===== src/rtl/cpu_pkg.sv =====
// cpu_pkg: shared widths, reset defaults and fetch FSM encoding
package cpu_pkg;
    localparam int INST_W = 32;
    localparam logic [INST_W-1:0] DEFAULT_RESET_PC = 32'h0000_0000;
    localparam logic [INST_W-1:0] DEFAULT_NOP_INST = 32'h0000_0000;
    typedef enum logic [1:0] {IDLE, WAIT, DROP} fetch_state_t;
endpackage


===== src/rtl/fetch_pc.sv =====
// fetch_pc: program counter with +4 increment and word-aligned redirect load
module fetch_pc import cpu_pkg::*; #(
    parameter logic [INST_W-1:0] RESET_PC = DEFAULT_RESET_PC
) (
    input  logic              clk,
    input  logic              rst,
    input  logic              inc,
    input  logic              load,
    input  logic [INST_W-1:0] load_pc,
    output logic [INST_W-1:0] pc
);
    always_ff @(posedge clk or posedge rst)
        if (rst) pc <= RESET_PC;
        else if (load) pc <= load_pc & ~INST_W'(3);
        else if (inc) pc <= pc + INST_W'(4);
endmodule


===== src/rtl/fetch_unit.sv =====
// fetch_unit: instruction fetch with req/ready memory handshake, one-entry IF/ID slot,
// stall hold and redirect that squashes any in-flight read
module fetch_unit import cpu_pkg::*; #(
    parameter logic [INST_W-1:0] RESET_PC = DEFAULT_RESET_PC,
    parameter logic [INST_W-1:0] NOP_INST = DEFAULT_NOP_INST
) (
    input  logic              clk,
    input  logic              rst,
    input  logic              stall,
    input  logic              redirect,
    input  logic [INST_W-1:0] redirect_pc,
    output logic              imem_req,
    output logic [INST_W-1:0] imem_addr,
    input  logic              imem_ready,
    input  logic [INST_W-1:0] imem_rdata,
    output logic [INST_W-1:0] inst,
    output logic [INST_W-1:0] inst_pc,
    output logic              inst_valid
);
    fetch_state_t state, state_nx;
    logic [INST_W-1:0] pc, req_addr;
    logic slot_free, capture;

    assign slot_free = !inst_valid || !stall;
    assign capture = imem_req && imem_ready && state != DROP && !redirect;

    fetch_pc #(.RESET_PC(RESET_PC)) u_pc (
        .clk(clk),
        .rst(rst),
        .inc(capture),
        .load(redirect),
        .load_pc(redirect_pc),
        .pc(pc)
    );

    always_ff @(posedge clk or posedge rst)
        if (rst) state <= IDLE;
        else state <= state_nx;

    // WAIT and DROP both leave on ready; a redirect only matters while not yet dropping
    always_comb
        state_nx = state == IDLE ? (imem_req && !imem_ready ? WAIT : IDLE)
                 : imem_ready ? IDLE : redirect ? DROP : state;

    always_comb begin
        imem_req = !rst && (state != IDLE || (slot_free && !redirect));
        imem_addr = state == IDLE ? pc : req_addr;
    end

    always_ff @(posedge clk or posedge rst)
        if (rst) req_addr <= RESET_PC;
        else if (state == IDLE) req_addr <= pc;

    always_ff @(posedge clk or posedge rst)
        if (rst) begin
            inst_valid <= 1'b0;
            inst <= NOP_INST;
            inst_pc <= RESET_PC;
        end else if (redirect) begin
            inst_valid <= 1'b0;
            inst <= NOP_INST;
        end else if (capture) begin
            inst_valid <= 1'b1;
            inst <= imem_rdata;
            inst_pc <= pc;
        end else if (inst_valid && !stall) begin
            inst_valid <= 1'b0;
            inst <= NOP_INST;
        end
endmodule

===== config.mk =====
export PLATFORM = sky130hd
export DESIGN_NAME = fetch_unit
export DESIGN_NICKNAME = d
export VERILOG_FILES = /design/src/rtl/cpu_pkg.sv /design/src/rtl/fetch_pc.sv /design/src/rtl/fetch_unit.sv
export SDC_FILE = /design/constraint.sdc
export NUM_CORES = 1
export LEC_CHECK = 0
export ABC_AREA = 1
export CAP_MARGIN = 20
export CORE_MARGIN = 2
export CORE_UTILIZATION = 44
export DETAILED_ROUTE_END_ITERATION = 8
export PLACE_DENSITY = 0.83
export SYNTH_ARGS = -nofsm -noshare
export SYNTH_HDL_FRONTEND = slang
export SYNTH_HIERARCHICAL = 1
export SYNTH_SLANG_ARGS = --single-unit
export TNS_END_PERCENT = 10

===== constraint.sdc =====
create_clock -name clk -period 2.9 [get_ports clk]
set_input_delay 0.435 -clock clk [delete_from_list [all_inputs] [get_ports clk]]
set_output_delay 0.435 -clock clk [all_outputs]
set_load 0.1 [all_outputs]

Word-level counts from Yosys, hierarchy flattened
Cells that the tools add are included.

word-level totals
  register bits after elaboration = 131
  output and inout port bits = 98
  logic and storage cells = 42

operators by class
  $add $sub $neg = 1
  equality and inequality tests = 1
  mux-type cells = 13
  bitwise operators = 1
  reduce and logical (&&, ||, !) cells = 20

operators with widths
  cell                                                              count
  32-bit two-way mux                                                6
  32-bit by 3-bit adder with 32-bit output (second input constant)  1
  1-bit logical AND                                                 7
  2-bit two-way mux                                                 3
  3-bit nonzero test                                                2
  1-bit zero test                                                   5
  1-bit two-way mux                                                 4
  2-bit nonzero test                                                2
  2-bit zero test                                                   1
  1-bit logical OR                                                  2
  2-bit inequality test (second input constant)                     1
  2-bit AND reduction                                               1
  1-bit inverter                                                    1

Longest topological paths before layout
  depth in word-level cells = 10
  depth in mapped cells = 11

Hierarchy
Netlist, hierarchy kept.

modules (own cells, without submodules)
  module      times used  cells each  area each (um^2)  seq. area each (um^2)
  fetch_unit  1           445         4088.9            2477.4
  fetch_pc    1           307         2124.5            750.7

Least setup slack after synthesis
Ideal clock, no wire load.

  path type = in2reg
  from = input port rst
  to = register u_pc.pc[11]
  setup time = 0.069 ns
  data arrival time = 3.849 ns
  data required time = 2.831 ns
  path slack = -1.018 ns
  cell stages on the path = 9
  buffers on the path = 2
  cell sequence = inv_1 -> nand4_2 -> buf_2 -> inv_1 -> nand2_1 -> inv_1 -> buf_2 -> nand3_1 -> nand3_1

on the way
  longest elaborated chain between the ends = 6

RTL lines
  item                                 RTL line          source
  from (decl)                          fetch_unit.sv:8   input logic rst,
  1-bit zero test (no source line)     n/a
  1-bit logical AND                    fetch_unit.sv:46  imem_req = !rst && (state != IDLE || (slot_free && !redirect));
  1-bit logical AND (3 in a row)       fetch_unit.sv:25  assign capture = imem_req && imem_ready && state != DROP && !redirect;
  named net capture                    fetch_unit.sv:22  logic slot_free, capture;
  2-bit nonzero test (no source line)  n/a
  to (signal assigned)                 fetch_pc.sv:14    else if (load) pc <= load_pc & ~INST_W'(3);
  to (signal assigned)                 fetch_pc.sv:15    else if (inc) pc <= pc + INST_W'(4);
  to (decl)                            fetch_pc.sv:10    output logic [INST_W-1:0] pc

The timed path passes the listed nets, and every way through them passes these cells.
A chain may end at the register's enable or synchronous reset.

Final worst setup path
  from = register state[1]
  to = output port imem_addr[1]

on the way
  longest elaborated chain between the ends = 2

RTL lines
  item                    RTL line          source
  from (decl)             fetch_unit.sv:20  fetch_state_t state, state_nx;
  from (signal assigned)  fetch_unit.sv:38  else state <= state_nx;
  2-bit zero test         fetch_unit.sv:47  imem_addr = state == IDLE ? pc : req_addr;
  32-bit two-way mux      n/a
  to (decl)               fetch_unit.sv:13  output logic [INST_W-1:0] imem_addr,

No other way between the ends.

==> key figures <==
Timing
  • Fmax: 421 MHz
  • Layout Skew: around 0.0054 ns
  • Final setup margin: about 0.52 ns
  • Hold Violations, Final: 0
  • Actual slew at the worst max-slew pin: 0.735 ns
  • WHS: between 0.4 and 0.5 ns
  • Slew Viols, Final: 0
  • Setup TNS: 0 ns
  • Final Cycle Share: approximately four fifths
  • RSZ-0062 raised after global routing: false
  • Period minus WS final: 2.38 ns
  • Worst rel slew slack: 51.0%
  • Setup violations, final: 0

Place
  • Worst slack at placement: 0.450 ns
  • Gpl congestion: 0.894
  • Placed instance count: between 1000 and 1500
  • Final HPWL DP: 12200 um
  • Port Buf Inserts: 164

Setup path
  • Worst-path fanout max: 21
  • Setup crit end kind: output pin
  • Worst EP arrival: approximately 1.9 ns
  • Crit start category: flip-flop
  • WP data required: ~2.5 ns
  • Crit path from: state[1]$_DFFE_PP0P_
  • Critical path class: reg -> out
  • Worst r2r src: state[0]$_DFFE_PP0P_

CTS
  • Clk sinks: 129
  • Clock buffer depth: 2
  • H-tree Lvls: 4
  • CTS Buf Count: 17
  • Post-CTS Hold Buffers: 0
  • Clk_lat worst skew: 0.42 ns
  • PostCTS Resize Cnt: 0
  • CTS tree: built
  • Clock Root Buffer: clkbuf_16
  • Reg clk slew, reported paths: 0.05 ns
  • Setup bufs post-CTS: 0

Layout
  • Antenna Cells: 0
  • Most frequent cells in the layout: nand2_1, dfrtp_1, buf_4, clkdlybuf4s50_1, nand4_1
  • Area grow syn2layout: 40.8%
  • Ratio of cells with drive above 1 in the final layout: 19.8%
  • Fin cells: 1097
  • Most common cell after layout, fill and taps aside: nand2_1
  • Fill cell total of the finished layout: 1142
  • # nets final: 976

Synthesis
  • Netlist cell types: 32
  • Mapped cell area: 6210 um^2
  • FF+latch count, synth: between 100 and 150
  • Cell taking the most area after synthesis: dfrtp_1
  • Async SR Flop Fraction: 100%
  • EDFF count, synth: 0
  • Seq/Total Area, Yosys: ~52%
  • Yosys warns: 6
  • Synth top area cells: dfrtp_1, nand2_1, nand4_1, nand3_1, a22oi_1
  • Syn_area_per_cell: 8.26 um^2
  • Synthesized instance count: 752
  • Share of the synthesized area in the top cell type: 52.0%
  • Top_reg_cell synth: dfrtp_1

Die
  • IO Count: 167
  • Initial core utilization: 44.9%
  • Row count: 43
  • Core Area: 13800 um^2
  • Die Area: 15100 um^2
  • Die width: 123 um
  • Die span in y: between 100 and 150 um

Global route
  • Gr ovfl total: 0
  • Vias in the first global route: between 5000 and 6000
  • Tot GR Track Use: 25.5%
  • First-pass GRT wire length: just under 30000 um
  • Largest net degree at the start of global routing: 66
  • Initial antenna violation count: 0

Pwr
  • LEAKAGE: 4.32 nW
  • Total power: 6.99 mW
  • Maximum vdd drop: ~0.64 mV
  • PD cells: 799 nW/um^2

Route
  • Routed Antenna Nets: 0
  • Overall routed net length: 18600 um
  • Drt pass-1 iters: 6
  • Drt via density: 5.49
  • WL/cell: 17.0 um
  • Number of remaining DRC errors: 0
  • Starting DRT DRC Count: between 500 and 600
  • Total number of vias: 6026

Worst hold path
  • Hold Crit Class: reg -> reg
  • HP Start: inst_pc[28]$_DFFE_PP0P_

Flow run
  • Max_cap viols: 0

Outcome
  • Status: completed
## cell type report
type                       count  area (um^2)  area share, %
multi-input combinational    546         2680           30.6
clock inverter                 6         57.6          0.658
clock buffer                  24          482           5.51
tap                          180          225           2.57
sequential                   129         3230           36.9
inverter                      33          133           1.52
timing repair buffer         179         1940           22.2
## cell families after synthesis
logic type | share of synthesized area, %
adders and majority gates | 0.201
and+or+nand+nor | 36.2
DFF | 52.0
xor gates and xnor gates | 0.846
other | 0.0604
AOI/OAI and AO/OA | 4.71
buffers and inverters | 6.00
## routing by layer
layer	vias up	track usage, %	routed length [um]
met5	-	0	0
met4	0	8.98	443
met3	47	6.97	1740
met2	302	41.9	9020
met1	2887	32.3	7430
li1	2790	-	-
## stage by stage
stage | utilization, % | instance area (um^2)
after floorplan | - | 6310
after global placement | 59.2 | 8180
after detailed placement | 59.2 | 8180
after CTS | 63.1 | 8720
after global routing | 63.3 | 8750
final | 63.3 | 8750
## report_power, final
group | internal [mW] | switching (mW)
clock network | 1.23 | 0.743
registers | 2.05 | 0.195
logic | 0.701 | 2.07
## path summary, 6_finish.rpt
kind	endpoint	cells past startpoint	slack [ns]
max	imem_addr[1]	6	0.52
min	inst_pc[28]$_DFFE_PP0P_	2	0.48
max reg2reg	u_pc/pc[2]$_DFFE_PP0N_	9	0.81
min reg2reg	inst_pc[28]$_DFFE_PP0P_	2	0.48
max in group asynchronous	inst[19]$_DFFE_PP0P_	3	1.68
min in group asynchronous	u_pc/pc[29]$_DFFE_PP0N_	3	0.57
## flip-flops by register name, indices dropped and copies added (netlist names)
signal	flops
inst_valid	1
inst_pc	32
req_addr	32
state	2
inst	32
u_pc/pc	30
## cells in the mapped netlist, types with 2 or more instances
library cell,n
clkbuf_1,16
nor2_1,29
o21ai_0,7
nand2_1,300
nor2_2,6
buf_1,2
a22oi_1,21
a21oi_1,5
buf_6,5
o211ai_1,2
buf_4,6
nor2_4,10
nand4_1,64
or2_1,2
nand3_1,69
buf_2,16
inv_2,2
and2_1,4
inv_1,31
o21bai_1,4
nand2_2,7
dfrtp_1,129
xor2_1,6
## critical path: stages (launching register included)
cell     delay (ns)
dfrtp_1        0.45
nor2_4         0.05
inv_1          0.41
buf_16         0.23
nand2_1        0.07
nand2_1        0.13
buf_12         0.19
Power figures use the tool's default switching activity.
